--- src/rtl/tx_chk_fifo.sv ---
// Synchronous FIFO with first-word-fall-through head for expected frames.
module tx_chk_fifo #(
    parameter int unsigned DEPTH = 4,
    parameter int unsigned WIDTH = 69
) (
    input  logic             clk,
    input  logic             rst,
    input  logic             push,
    input  logic [WIDTH-1:0] wdata,
    input  logic             pop,
    output logic [WIDTH-1:0] rdata,
    output logic             full,
    output logic             empty
);
    localparam int unsigned AW = $clog2(DEPTH);

    logic [WIDTH-1:0] mem [DEPTH];
    logic [AW:0]      wptr_q;
    logic [AW:0]      rptr_q;
    logic             do_push;
    logic             do_pop;

    // Admission depends only on full, so a same-cycle pop never frees a slot early.
    assign do_push = push && !full;
    assign do_pop  = pop && !empty;

    assign empty = (wptr_q == rptr_q);
    assign full  = (wptr_q[AW] != rptr_q[AW]) && (wptr_q[AW-1:0] == rptr_q[AW-1:0]);
    assign rdata = mem[rptr_q[AW-1:0]];

    always_ff @(posedge clk) begin
        if (rst) begin
            wptr_q <= '0;
            rptr_q <= '0;
        end else begin
            if (do_push) wptr_q <= wptr_q + 1'b1;
            if (do_pop)  rptr_q <= rptr_q + 1'b1;
        end
    end

    always_ff @(posedge clk) begin
        if (do_push) mem[wptr_q[AW-1:0]] <= wdata;
    end

endmodule

--- config.mk ---
export PLATFORM = sky130hd
export DESIGN_NAME = tx_chk_fifo
export DESIGN_NICKNAME = d
export VERILOG_FILES = /design/src/rtl/tx_chk_fifo.sv
export SDC_FILE = /design/constraint.sdc
export NUM_CORES = 1
export LEC_CHECK = 0
export CORE_MARGIN = 2
export CORE_UTILIZATION = 50
export DETAILED_ROUTE_END_ITERATION = 8
export PLACE_DENSITY = 0.74
export SYNTH_ARGS = -nofsm -noshare
export SYNTH_HDL_FRONTEND = slang
export SYNTH_SLANG_ARGS = --single-unit
--- constraint.sdc ---
create_clock -name clk -period 6.72 [get_ports clk]
set_input_delay 0.672 -clock clk [delete_from_list [all_inputs] [get_ports clk]]
set_output_delay 0.672 -clock clk [all_outputs]
set_load 0.1 [all_outputs]
==> impl_metrics.env <==
export IMPL_drcViolationCount=0
export IMPL_synth_top_area_cell="edfxtp_1"
export IMPL_relSlewSlack_pct=28.4
export IMPL_place_hpwl_um=10800
export IMPL_period_share_pct=64.4
export IMPL_cts_buffer_depth=3
export IMPL_cts_setup_buffers=0
export IMPL_final_antenna_net_count=0
export IMPL_cts_tree="yes"
export IMPL_rsz0062_at_grt="no"
export IMPL_die_area_um2=22200
export IMPL_viasPerCell=5.58
export IMPL_dr_pass1_iters=4
export IMPL_cts_resized=0
export IMPL_critPathLaunchType="flop"
export IMPL_rows=53
export IMPL_grt_overflow=0
export IMPL_crit_family="buffers and inverters"
export IMPL_htree_levels=1
export IMPL_cts_sinks=284
export IMPL_fin_tns_setup_ns=0
export IMPL_filler_cell_count=1453
export IMPL_ys_top_cells_by_area="edfxtp_1 (79%), mux4_2 (15%), dfxtp_1 (1.5%)"
export IMPL_num_io_pins=144
export IMPL_nets=663
export IMPL_fmax_mhz=231
export IMPL_critical_path_class="flop to primary output"
export IMPL_syn_area_per_cell_um2=24.5
export IMPL_whs_ns=0.553
export IMPL_worst_slew_pin_slew_ns=1.07
export IMPL_num_vias=4900
export IMPL_fin_skew_ns=0.00934
export IMPL_critPathMaxStageDelay_ns=0.98
export IMPL_seq_area_frac_synth_pct=80.5
export IMPL_worst_slack_ns=2.39
export IMPL_grt_max_degree=70
export IMPL_cp_slowest_cell="clkdlybuf4s50_1"
export IMPL_synth_cell_type_count=27
export IMPL_end_kind="primary output"
export IMPL_yosysWarnings=0
export IMPL_hold_class="flop to flop"
export IMPL_antenna_cells=0
export IMPL_yosysTopAreaCellShare_pct=79.0
export IMPL_arrival_ns=3.66
export IMPL_dieHeight_um=149
export IMPL_die_w_um=149
export IMPL_drt_initial_drc_count=325
export IMPL_preCtsSetupSlack_ns=2.83
export IMPL_wl_um=18800
export IMPL_setup_viol=0
export IMPL_gp_congestion=0.758
export IMPL_critPathBufInv=2
export IMPL_grt_pass1_vias=5249
export IMPL_core_area_um2=20800
export IMPL_syn_instance_count=429
export IMPL_globalRouteTotalUtil_pct=17.2
export IMPL_layout_drive_gt1_share_pct=19.1
export IMPL_initial_utilization_pct=50.4
export IMPL_crit_chain="buf_4 > mux4_2 > clkdlybuf4s50_1"
export IMPL_maxCapViolations=0
export IMPL_drv_slew=0
export IMPL_cp_max_fo=46
export IMPL_antenna_found_initial=0
export IMPL_netlist_area_um2=10500
export IMPL_synth_seq_cells=284
export IMPL_period_needed_ns=4.33
export IMPL_grt_pass1_wl_um=29200
export IMPL_postCtsHoldBufs=0
export IMPL_clk_latency_ns=0.53
export IMPL_synth_net_count=507
export IMPL_timing_hold_violations_final=0
export IMPL_port_buffers=143
export IMPL_wl_per_cell_um=21.4
export IMPL_reg2reg_slack_ns=4.29
export IMPL_syn_to_final_growth_pct=24.3
export IMPL_clk_pin_slew_ns=0.06
export IMPL_critPathRequiredTime_ns=6.05
export IMPL_numCtsBuffers=27
export IMPL_status="complete, no violations"
export IMPL_cts_root_buf="clkbuf_16"
==> flip-flops by register name (all words and copies together) (netlist names), named ones only <==
| signal | flops |
|---|---|
| rptr_q | 3 |
| wptr_q | 3 |
| mem | 276 |
==> through the flow <==
stage,utilization [%],instance area (um^2),cells
2_1_floorplan,-,10500,429
4_1_cts,62.6,13000,878
5_1_grt,62.6,13000,878
3_5_place_dp,58.7,12200,831
6_report,62.6,13000,878
3_3_place_gp,58.7,12200,831
==> cells in the final DEF, fill, tap and decap left out, types with 2 or more instances in the layout <==
| cell type | instances |
|---|---|
| ha_1 | 5 |
| nor2_1 | 2 |
| o211ai_1 | 5 |
| a21oi_1 | 2 |
| nand2_1 | 5 |
| clkinv_2 | 4 |
| clkinv_1 | 4 |
| bufinv_16 | 2 |
| clkbuf_1 | 6 |
| clkbuf_16 | 27 |
| nand3_1 | 3 |
| inv_1 | 4 |
| xnor2_1 | 3 |
| dfxtp_1 | 6 |
| edfxtp_1 | 276 |
| a211o_1 | 2 |
| nor3b_1 | 4 |
| a31oi_1 | 3 |
| and2_4 | 3 |
| buf_4 | 3 |
| clkdlybuf4s50_1 | 143 |
| a41oi_1 | 2 |
| clkinvlp_4 | 2 |
| dfxtp_4 | 2 |
| o21ai_0 | 4 |
| nand4_1 | 2 |
| mux4_2 | 69 |
| xor2_1 | 3 |
==> synthesized netlist by cell type (all sizes together) <==
master  instances
edfxtp        276
mux4           69
buf            14
dfxtp           8
clkbuf          5
ha              5
nand2           5
o211ai          5
a31oi           4
inv             4
nor3b           4
o21ai           4
and2            3
nand3           3
xnor2           3
xor2            3
a211o           2
a21oi           2
a41oi           2
nand4           2
nor2            2
and3            1
nand3b          1
or3             1
or4             1
==> cell type report <==
| cell class | count | area, um^2 | area share, % |
|---|---|---|---|
| clock inverter | 14 | 128 | 0.978 |
| sequential | 284 | 8460 | 64.8 |
| multi-input combinational | 122 | 1950 | 14.9 |
| timing repair buffer | 146 | 1450 | 11.1 |
| inverter | 4 | 15.0 | 0.115 |
| clock buffer | 33 | 698 | 5.35 |
| tap | 275 | 344 | 2.64 |
==> worst min-delay path: cells and delay by family (launching register included) <==
family           cells  cell delay (ns)
AO/OA/AOI/OAI        1             0.06
flip-flops           1             0.36
AND/OR/NAND/NOR      1             0.08
==> metal layers <==
metal / global-route usage [%] / wire length (um)
met1: 24.2 / 8130
met2: 28.8 / 9260
met3: 3.43 / 1160
met4: 3.52 / 249
met5: 0 / 0
==> path summary, 6_finish.rpt <==
path / cells after the start / endpoint / start
setup / recovery: 3 / rdata[44] / flop
hold / removal: 2 / rptr_q[2] / rptr_q[2]
setup reg to reg: 3 / mem[0][31] / wptr_q[1]
hold reg to reg: 2 / rptr_q[2] / rptr_q[2]
==> cell families (layout without fill, tap and decap cells) <==
logic type | count (synthesis) | in the layout | synth area share (%)
xor gates and xnor gates | 6 | 6 | 0.501
and+or+nand+nor | 23 | 23 | 1.24
DFF | 284 | 284 | 80.5
buffers and inverters | 23 | 197 | 1.16
muxes | 69 | 69 | 14.8
AOI/OAI and AO/OA | 19 | 19 | 1.22
adders and majority gates | 5 | 5 | 0.596
Power is not shown: default switching activity piles up to over one toggle a cycle in this logic, so the estimate is an artifact.
